`config.mk`:
```
export PLATFORM = sky130hd
export DESIGN_NAME = cam_frame_ctrl_flat
export DESIGN_NICKNAME = d
export VERILOG_FILES = /design/src/rtl/cam_frame_ctrl_if.sv /design/src/rtl/cam_frame_ctrl.sv /design/src/flat_wrapper.sv
export SDC_FILE = /design/constraint.sdc
export NUM_CORES = 1
export LEC_CHECK = 0
export ABC_AREA = 1
export CAP_MARGIN = 15
export CORE_MARGIN = 2
export CORE_UTILIZATION = 56
export DETAILED_ROUTE_END_ITERATION = 8
export PLACE_DENSITY = 0.85
export SETUP_SLACK_MARGIN = 0.4
export SYNTH_ARGS = -nofsm -noshare
export SYNTH_HDL_FRONTEND = slang
export SYNTH_SLANG_ARGS = --single-unit
```
`constraint.sdc`:
```
create_clock -name clk -period 3 [get_ports clk]
set_input_delay 0.45 -clock clk [delete_from_list [all_inputs] [get_ports clk]]
set_output_delay 0.45 -clock clk [all_outputs]
set_load 0.05 [all_outputs]
```
`src/rtl/cam_frame_ctrl_if.sv`:
```
// Signal bundle between the capture controller and its surroundings:
// camera strobes and commands in, RAM write port and status out.
interface cam_frame_ctrl_if #(
    parameter int AW = 15,
    parameter int DW = 12
);
    logic          cmd_single;
    logic          cmd_cont;
    logic          cmd_stop;
    logic          cam_vsync;
    logic          px_valid;
    logic [DW-1:0] px_data;
    logic          vga_frame_start;

    logic          wr_en;
    logic [AW-1:0] wr_addr;
    logic [DW-1:0] wr_data;
    logic          wr_bank;
    logic          rd_bank;
    logic          frame_done;
    logic          busy;
    logic          err_short;
    logic          err_long;
    logic [7:0]    frame_cnt;

    modport master (
        output cmd_single, cmd_cont, cmd_stop, cam_vsync, px_valid, px_data, vga_frame_start,
        input  wr_en, wr_addr, wr_data, wr_bank, rd_bank, frame_done, busy,
               err_short, err_long, frame_cnt
    );

    modport slave (
        input  cmd_single, cmd_cont, cmd_stop, cam_vsync, px_valid, px_data, vga_frame_start,
        output wr_en, wr_addr, wr_data, wr_bank, rd_bank, frame_done, busy,
               err_short, err_long, frame_cnt
    );
endinterface

```
`src/rtl/cam_frame_ctrl.sv`:
```
// Capture sequencer and ping-pong bank scheduler: writes one camera frame into the
// write bank, then hands that bank to the VGA reader at the reader's next frame start.
module cam_frame_ctrl #(
    parameter int H_RES = 160,
    parameter int V_RES = 120,
    parameter int AW    = 15,
    parameter int DW    = 12
) (
    input logic            clk,
    input logic            rst,
    cam_frame_ctrl_if.slave bus
);
    localparam int          NPIX     = H_RES * V_RES;
    localparam logic [AW:0] FRAME_PX = (AW + 1)'(NPIX);

    typedef enum logic [2:0] {
        IDLE,
        ARM,
        SYNC,
        CAPT,
        CHECK,
        HOLD
    } state_t;

    state_t        state_reg;
    logic [AW:0]   addr_reg;
    logic          bad_reg;
    logic          pending_reg;
    logic          cont_reg;
    logic          vsync_reg;

    logic          wr_en_reg;
    logic [AW-1:0] wr_addr_reg;
    logic [DW-1:0] wr_data_reg;
    logic          wr_bank_reg;
    logic          rd_bank_reg;
    logic          frame_done_reg;
    logic          err_short_reg;
    logic          err_long_reg;
    logic [7:0]    frame_cnt_reg;

    logic          vs_fall;
    logic          vs_rise;

    assign vs_fall = vsync_reg & ~bus.cam_vsync;
    assign vs_rise = ~vsync_reg & bus.cam_vsync;

    always_ff @(posedge clk or posedge rst) begin
        if (rst) begin
            state_reg      <= IDLE;
            addr_reg       <= '0;
            bad_reg        <= 1'b0;
            pending_reg    <= 1'b0;
            cont_reg       <= 1'b0;
            vsync_reg      <= 1'b1;
            wr_en_reg      <= 1'b0;
            wr_addr_reg    <= '0;
            wr_data_reg    <= '0;
            wr_bank_reg    <= 1'b1;
            rd_bank_reg    <= 1'b0;
            frame_done_reg <= 1'b0;
            err_short_reg  <= 1'b0;
            err_long_reg   <= 1'b0;
            frame_cnt_reg  <= 8'd0;
        end else begin
            vsync_reg      <= bus.cam_vsync;
            wr_en_reg      <= 1'b0;
            frame_done_reg <= 1'b0;

            // Swap only ever happens while no capture is writing, because a capture
            // starts only with pending clear and pending is set only at its end.
            if (bus.vga_frame_start && pending_reg) begin
                rd_bank_reg <= wr_bank_reg;
                wr_bank_reg <= ~wr_bank_reg;
                pending_reg <= 1'b0;
            end

            if (bus.cmd_stop) begin
                state_reg <= IDLE;
                cont_reg  <= 1'b0;
            end else begin
                if (state_reg != IDLE) begin
                    if (bus.cmd_cont) begin
                        cont_reg <= 1'b1;
                    end else if (bus.cmd_single) begin
                        cont_reg <= 1'b0;
                    end
                end

                case (state_reg)
                    IDLE: begin
                        if (bus.cmd_single || bus.cmd_cont) begin
                            state_reg     <= ARM;
                            cont_reg      <= bus.cmd_cont;
                            err_short_reg <= 1'b0;
                            err_long_reg  <= 1'b0;
                        end
                    end

                    ARM: begin
                        // Require blanking before syncing so a frame already in
                        // progress is never captured from its middle.
                        if (pending_reg) begin
                            state_reg <= HOLD;
                        end else if (bus.cam_vsync) begin
                            state_reg <= SYNC;
                        end
                    end

                    SYNC: begin
                        if (vs_fall) begin
                            state_reg <= CAPT;
                            addr_reg  <= '0;
                            bad_reg   <= 1'b0;
                        end
                    end

                    CAPT: begin
                        if (bus.px_valid) begin
                            if (addr_reg < FRAME_PX) begin
                                wr_en_reg   <= 1'b1;
                                wr_addr_reg <= addr_reg[AW-1:0];
                                wr_data_reg <= bus.px_data;
                                addr_reg    <= addr_reg + 1'b1;
                            end else begin
                                err_long_reg <= 1'b1;
                                bad_reg      <= 1'b1;
                            end
                        end
                        if (vs_rise) begin
                            state_reg <= CHECK;
                        end
                    end

                    CHECK: begin
                        if ((addr_reg == FRAME_PX) && !bad_reg) begin
                            pending_reg    <= 1'b1;
                            frame_done_reg <= 1'b1;
                            frame_cnt_reg  <= frame_cnt_reg + 8'd1;
                        end else if (addr_reg < FRAME_PX) begin
                            err_short_reg <= 1'b1;
                        end
                        state_reg <= cont_reg ? ARM : IDLE;
                    end

                    HOLD: begin
                        if (!pending_reg) begin
                            state_reg <= ARM;
                        end
                    end

                    default: state_reg <= IDLE;
                endcase
            end
        end
    end

    assign bus.wr_en      = wr_en_reg;
    assign bus.wr_addr    = wr_addr_reg;
    assign bus.wr_data    = wr_data_reg;
    assign bus.wr_bank    = wr_bank_reg;
    assign bus.rd_bank    = rd_bank_reg;
    assign bus.frame_done = frame_done_reg;
    assign bus.busy       = (state_reg != IDLE);
    assign bus.err_short  = err_short_reg;
    assign bus.err_long   = err_long_reg;
    assign bus.frame_cnt  = frame_cnt_reg;
endmodule

```
`src/flat_wrapper.sv`:
```
// flat-port wrapper written by rule: the top's interface ports become plain ports
module cam_frame_ctrl_flat 
#(
    parameter int H_RES = 160,
    parameter int V_RES = 120,
    parameter int AW    = 15,
    parameter int DW    = 12
)
  (clk, rst, bus_cmd_single, bus_cmd_cont, bus_cmd_stop, bus_cam_vsync, bus_px_valid, bus_px_data, bus_vga_frame_start, bus_wr_en, bus_wr_addr, bus_wr_data, bus_wr_bank, bus_rd_bank, bus_frame_done, bus_busy, bus_err_short, bus_err_long, bus_frame_cnt);
  cam_frame_ctrl_if #(.AW(AW), .DW(DW)) bus_i ();
  input logic clk;
  input logic rst;
  input wire logic [$bits(bus_i.cmd_single)-1:0] bus_cmd_single;
  input wire logic [$bits(bus_i.cmd_cont)-1:0] bus_cmd_cont;
  input wire logic [$bits(bus_i.cmd_stop)-1:0] bus_cmd_stop;
  input wire logic [$bits(bus_i.cam_vsync)-1:0] bus_cam_vsync;
  input wire logic [$bits(bus_i.px_valid)-1:0] bus_px_valid;
  input wire logic [$bits(bus_i.px_data)-1:0] bus_px_data;
  input wire logic [$bits(bus_i.vga_frame_start)-1:0] bus_vga_frame_start;
  output wire logic [$bits(bus_i.wr_en)-1:0] bus_wr_en;
  output wire logic [$bits(bus_i.wr_addr)-1:0] bus_wr_addr;
  output wire logic [$bits(bus_i.wr_data)-1:0] bus_wr_data;
  output wire logic [$bits(bus_i.wr_bank)-1:0] bus_wr_bank;
  output wire logic [$bits(bus_i.rd_bank)-1:0] bus_rd_bank;
  output wire logic [$bits(bus_i.frame_done)-1:0] bus_frame_done;
  output wire logic [$bits(bus_i.busy)-1:0] bus_busy;
  output wire logic [$bits(bus_i.err_short)-1:0] bus_err_short;
  output wire logic [$bits(bus_i.err_long)-1:0] bus_err_long;
  output wire logic [$bits(bus_i.frame_cnt)-1:0] bus_frame_cnt;
  assign bus_i.cmd_single = bus_cmd_single;
  assign bus_i.cmd_cont = bus_cmd_cont;
  assign bus_i.cmd_stop = bus_cmd_stop;
  assign bus_i.cam_vsync = bus_cam_vsync;
  assign bus_i.px_valid = bus_px_valid;
  assign bus_i.px_data = bus_px_data;
  assign bus_i.vga_frame_start = bus_vga_frame_start;
  assign bus_wr_en = bus_i.wr_en;
  assign bus_wr_addr = bus_i.wr_addr;
  assign bus_wr_data = bus_i.wr_data;
  assign bus_wr_bank = bus_i.wr_bank;
  assign bus_rd_bank = bus_i.rd_bank;
  assign bus_frame_done = bus_i.frame_done;
  assign bus_busy = bus_i.busy;
  assign bus_err_short = bus_i.err_short;
  assign bus_err_long = bus_i.err_long;
  assign bus_frame_cnt = bus_i.frame_cnt;
  cam_frame_ctrl #(.H_RES(H_RES), .V_RES(V_RES), .AW(AW), .DW(DW)) u_core (.clk(clk), .rst(rst), .bus(bus_i));
endmodule
```
==> reports/results.txt, run 1 <==
FMAX: 417 MHz
Yosys top cell area share: 47.3%
WL met1: 3420 um
Async SR Flop Fraction: 100%
Cell variety after synth: 32
Leak pwr: 2.03 nW
Area Growth Syn to Fin: 26.5%
Post-DR wirelength/cell: 13.3 um
Cells after Synth: 427
Top cells by area, synth: dfrtp_1 47%, nand2_1 20%, nor2_1 4.9%, nand3_1 4.3%, inv_1 3.1%
# nets final: 513
Util after Layout: 74.5%
IO Pins: 62
Post-layout min period: 2.40 ns
Setup CP Type: register to output port
Clock Sinks: 64
Worst EP required: 2.55 ns
Peak supply drop: 0.516 mV
#FFs+latches synth: 64
Crit share post-route: 80.0%
Internal power: 1.72 mW
H-tree levels: 3
Worst Hold Class: primary input to async pin
Area leader, netlist: dfrtp_1
Grt total ovfl: 0
CTS tree: yes
Overall power: 2.72 mW
Switching share of power: 36.7%
Die Area: 6490 sq um
# DRC: 0
Routed length on met2: 3610 um
Top Metal Used: met4
DP Area: 3930 sq um
Synth Warn #: 0
# Max-Cap Violations: 0
Pin count of the biggest net entering global routing: 42
Clk pwr share: 30.0%
DR vias/cell: 5.28
Flip-flop count of the largest register after layout: 16
Status: completed
# Post-CTS Setup Buffers: 0
Drt first pass iters: 6
Switching power: 1.00 mW
Most used flip-flop cell after synthesis: dfrtp_1
Die height: 80.6 um
CP startpoint kind: register
Crit. End Element: output port
CP max FO: 9
Num CTS Buffers: 9
Clk Latency, worst-skew pair: 0.34 ns
Sequential area share after synthesis: 48.9%
Initial Utilization: 58.9%
Vias: 2992
Seq pwr share: 39.0%
Initial antenna violation count: 0
Hold Buf Count CTS: 0
Root Buffer: clkbuf_8
Post-DP HPWL: 5430 um
Core area: 5570 sq um
First-pass GRT wire length: 12700 um
R2R setup slack: 1.12 ns
Final Cell Area: 4150 sq um
Worst Tran Pin Value: 0.549 ns
DRC marker count from the first detailed-route iteration: 245
EDFF count, synth: 0
GP Congestion: 0.912
Clock Pin Slew Worst Setup and Hold Paths: 0.07 ns
Antenna Cells: 0
Synth Net Count: 450
Final antenna-violating net count: 0
RSZ-0062 raised after global routing: false
Share of cells above drive strength 1: 7.68%
Slew margin rel.: 63.1%
Clock Skew: 0.00994 ns
Pwr dens: 656 nW/um^2
Mapped Area: 3280 sq um
Tot GR Track Use: 25.3%
Die Wd: 80.6 um
Port bufs: 61
Comb pwr share: 31.0%
Worst-case clock buffer depth: 2
Std cell rows: 27
Setup-failing EPs final: 0
Routed wire length: 7530 um
Slew Limit Fails: 0
Avg Inst Size Synth: 7.69 sq um
Vias in the first global route: 2811
WL met3: 390 um
TNS Setup: 0 ns
Final Hold Viols: 0
Post-CTS sizing: 0
Critical Path AT: 1.95 ns
==> layout make-up <==
class                   instances  area, sq um
clock inverters                 6         82.6
well taps                      72         90.1
inverters                      34          130
clock buffers                  10          138
repair buffers                 62          631
fillers                       413         1420
multi-input cells             319         1480
flip-flops and latches         64         1600
==> cells in the final DEF, fill, tap and decap left out, types with 3 or more instances in the layout <==
cell type        instances
clkinv_2                 3
nand4_1                 16
o21ai_0                  4
xor2_1                   8
clkbuf_8                10
a21oi_1                  4
xnor2_1                  4
o21ai_1                 10
nor2_1                  43
nand2_2                  4
dfrtp_1                 62
ha_1                     3
inv_2                    7
nor3_1                   4
nand3_1                 28
clkdlybuf4s50_1         61
nand2_1                178
inv_1                   26
==> critical path: stages, from the launching register on <==
cell             delay (ns)
dfrtp_1                0.55
nor2_1                 0.15
nand2_1                0.10
clkdlybuf4s50_1        0.81
==> power by group through the flow <==
stage,sequential [mW],clock [mW],combinational [mW]
after detailed placement,1.08,0,0.843
after global routing,1.07,0.867,0.914
after global placement,1.07,0,0.829
final,1.06,0.818,0.844
after CTS,1.06,0.828,0.847
after floorplan,1.32,0,0.327
==> cells in the mapped netlist (4+ instances only) <==
library cell and count:
nand2_1 178, dfrtp_1 62, nor2_1 43, nand3_1 28, inv_1 27, nand4_1 16, o21ai_1 10, xor2_1 8
inv_2 6, buf_2 5, a21oi_1 4, nand2_2 4, nor3_1 4, o21ai_0 4, xnor2_1 4
==> per-layer routing <==
metal	GRT usage, %	vias up
met1	33.3	1405
li1	-	1487
met4	8.81	0
met5	0	-
met2	41.9	87
met3	4.94	13
==> final timing paths <==
kind	start	to	depth (start not counted)
setup / recovery	u_core.state_reg[0]	bus_busy	3
hold / removal	rst	u_core.bus.wr_data[7]	2
min in group clk	u_core.bus.wr_data[1]	u_core.bus.wr_data[1]	2
hold reg to reg	u_core.bus.wr_data[1]	u_core.bus.wr_data[1]	2
setup reg to reg	u_core.addr_reg[13]	u_core.bus.wr_data[11]	10
max in group asynchronous	rst	u_core.bus.wr_bank	3
==> cell families after synthesis <==
| logic type | Yosys count | share of synthesized area (%) |
|---|---|---|
| compound gates | 22 | 3.62 |
| xor+xnor | 12 | 3.20 |
| fa+ha+maj | 3 | 1.14 |
| buf+inv | 44 | 6.10 |
| flops | 64 | 48.9 |
| simple gates | 282 | 37.1 |
==> through the flow <==
stage,setup slack [ns],hold slack [ns],cells
after global placement,0.827,0.463,551
final,0.601,0.455,567
after global routing,0.518,0.494,567
after floorplan,0.955,0.454,427
after detailed placement,0.726,0.466,551
after CTS,0.610,0.468,567
(Power assumes the default switching activity.)
==> inputs of run 2 (changes only) <==
--- a/config.mk
+++ b/config.mk
@@ -8,9 +8,9 @@
 export ABC_AREA = 1
 export CAP_MARGIN = 15
 export CORE_MARGIN = 2
-export CORE_UTILIZATION = 56
+export CORE_UTILIZATION = 52
 export DETAILED_ROUTE_END_ITERATION = 8
-export PLACE_DENSITY = 0.85
+export PLACE_DENSITY = 0.8
 export SETUP_SLACK_MARGIN = 0.4
 export SYNTH_ARGS = -nofsm -noshare
 export SYNTH_HDL_FRONTEND = slang
==> constraint.sdc (replaced) <==
create_clock -name clk -period 2.4 [get_ports clk]
set_input_delay 0.36 -clock clk [delete_from_list [all_inputs] [get_ports clk]]
set_output_delay 0.36 -clock clk [all_outputs]
set_load 0.05 [all_outputs]
==> run 2 against run 1 <==
Critical path depth shrank 2. Sequential cell count stayed put. Global-route usage shrank 3.3 points. Largest power group unchanged. Power up 17%. Via count about the same. Sequential share of layout area rose by 0.22 points. Routed wire length down 1.9%. Setup slack got worse by 0.14 ns. Non-clock buffer count increased by 1. Cell count is 0.71% higher.
==> reports/results.txt, run 2 (same netlist as run 1, synthesis figures left out) <==
Status: completed (unchanged)
Worst Hold Class: primary input to async pin (unchanged)
Num CTS Buffers: 9 (unchanged)
Drt first pass iters: 5 (was 6)
Setup-failing EPs final: 0 (unchanged)
Multi-input gate area: 1490 sq um (was 1480 sq um)
DRC marker count from the first detailed-route iteration: 193 (was 245)
Die Area: 6970 sq um (was 6490 sq um)
FMAX: 516 MHz
CTS tree: yes (unchanged)
Worst path top cell family by delay: buffers and inverters (unchanged)
Final antenna-violating net count: 0 (unchanged)
Setup CP Type: register to output port (unchanged)
Final Hold Viols: 0 (unchanged)
Clock Skew: 0.00729 ns (was 0.00994 ns)
CP max FO: 4 (was 9)
Hold Buf Count CTS: 0 (unchanged)
Crit-path cells: clkdlybuf4s50_1 (was nor2_1 > nand2_1 > clkdlybuf4s50_1)
First-pass GRT wire length: 12800 um (was 12700 um)
Clock Pin Slew Worst Setup and Hold Paths: 0.07 ns (about the same)
# nets final: 514 (was 513)
Slew margin rel.: 65.6% (was 63.1%)
Worst hold slack: 0.289 ns (was 0.455 ns)
Bufs and invs on worst path: 1 (unchanged)
Clk pwr share: 25.5% (was 30.0%)
DR vias/cell: 5.24 (was 5.28)
Internal power: 1.93 mW (was 1.72 mW)
Reg2reg start: u_core.addr_reg[13] (unchanged)
Clk Latency, worst-skew pair: 0.33 ns (was 0.34 ns)
Post-DR wirelength/cell: 12.9 um (was 13.3 um)
Slowest cell on the critical path: clkdlybuf4s50_1 (unchanged)
Vias in the first global route: 2799 (was 2811)
Grt total ovfl: 0 (unchanged)
Flip-flop count of the largest register after layout: 16 (unchanged)
Final Non-Filler Cells: 571 (was 567)
Fill cell count: 500 (was 413)
Seq pwr share: 41.7% (was 39.0%)
Initial antenna violation count: 0 (unchanged)
TNS Setup: 0 ns (unchanged)
Core area: 6030 sq um (was 5570 sq um)
Placed Cells: 555 (was 551)
Area Growth Syn to Fin: 25.8% (was 26.5%)
# Post-CTS Setup Buffers: 0 (unchanged)
Post-DP HPWL: 5350 um (was 5430 um)
CP startpoint kind: register (unchanged)
Die Wd: 83.5 um (was 80.6 um)
Reg2reg end: u_core.bus.wr_addr[3] (was u_core.bus.wr_data[11])
Std cell rows: 28 (was 27)
# DRC: 0 (unchanged)
Peak supply drop: 0.620 mV (was 0.516 mV)
Post-CTS sizing: 2 (was 0)
Tot GR Track Use: 22.0% (was 25.3%)
Leak pwr: 2.08 nW (was 2.03 nW)
Vias: 2990 (was 2992)
RSZ-0062 raised after global routing: false (unchanged)
Share of cells above drive strength 1: 8.06% (was 7.68%)
Slew Limit Fails: 0 (unchanged)
Root Buffer: clkbuf_8 (unchanged)
Die height: 83.5 um (was 80.6 um)
Initial Utilization: 54.5% (was 58.9%)
GP Congestion: 0.985 (was 0.912)
Pin count of the biggest net entering global routing: 38 (was 42)
Pwr dens: 770 nW/um^2 (was 656 nW/um^2)
Most frequent cells in the layout: 178 x nand2_1, 62 x dfrtp_1, 55 x clkdlybuf4s50_1 (was 178 x nand2_1, 62 x dfrtp_1, 61 x clkdlybuf4s50_1)
Max incr delay on CP: 0.83 ns (was 0.81 ns)
R2R cell count: 10 (unchanged)
# Max-Cap Violations: 0 (unchanged)
Port bufs: 61 (unchanged)
Crit path from: u_core.bus.frame_cnt[6] (was u_core.state_reg[0])
Worst EP required: 2.04 ns (was 2.55 ns)
Clock Sinks: 64 (unchanged)
Worst Tran Pin Value: 0.513 ns (was 0.549 ns)
Switching share of power: 39.3% (was 36.7%)
Crit share post-route: 80.8%
R2R setup slack: 0.60 ns (was 1.12 ns)
Overall power: 3.18 mW (was 2.72 mW)
Most common cell after layout, fill and taps aside: nand2_1 (unchanged)
Switching power: 1.25 mW (was 1.00 mW)
Comb pwr share: 32.8% (was 31.0%)
IO Pins: 62 (unchanged)
Post-layout min period: 1.94 ns
Antenna Cells: 0 (unchanged)
Crit. End Element: output port (unchanged)
Worst-case clock buffer depth: 2 (unchanged)
Critical Path AT: 1.58 ns (was 1.95 ns)
Routed wire length: 7390 um (was 7530 um)
H-tree levels: 3 (unchanged)
Register area: 1600 sq um (unchanged)
## run 2: cell type report
class,count,area share [%]
timing repair buffer,63,15.5
clock inverter,6,0.848
sequential,64,38.8
inverter,34,3.15
multi-input combinational,319,36.0
clock buffer,10,3.33
tap,75,2.27
## run 2: metrics by stage
step	instance area, sq um	setup slack (ns)	utilization [%]
after floorplan	3280	0.445	-
after global placement	3950	0.345	65.5
after detailed placement	3950	0.251	65.5
after CTS	4120	0.372	68.3
after global routing	4130	0.404	68.5
final	4130	0.460	68.5
## run 2: worst max path at each step
stage | end | cells after the start | slack, ns
after floorplan | u_core.addr_reg[0] | 1 | 0.45
after global placement | u_core.bus.wr_addr[2] | 8 | 0.34
after detailed placement | u_core.bus.wr_addr[3] | 8 | 0.25
after CTS | bus_busy | 3 | 0.37
after global routing | u_core.bus.wr_addr[3] | 10 | 0.40
final | bus_frame_cnt[6] | 1 | 0.46
## run 2: power by group through the flow
stage | Combinational (mW) | Sequential [mW] | Clock (mW)
after floorplan | 0.409 | 1.65 | 0
after global placement | 1.03 | 1.34 | 0
after detailed placement | 1.05 | 1.35 | 0
after CTS | 1.04 | 1.33 | 0.827
after global routing | 1.12 | 1.35 | 0.888
final | 1.04 | 1.33 | 0.811
## run 2: per-layer routing
| layer | GRT usage, % | wire (um) | part of all wire (%) |
|---|---|---|---|
| met1 | 29.4 | 3390 | 46 |
| met2 | 36.4 | 3470 | 47 |
| met3 | 4.25 | 403 | 5.5 |
| met4 | 7.33 | 125 | 1.7 |
| met5 | 0 | 0 | 0 |
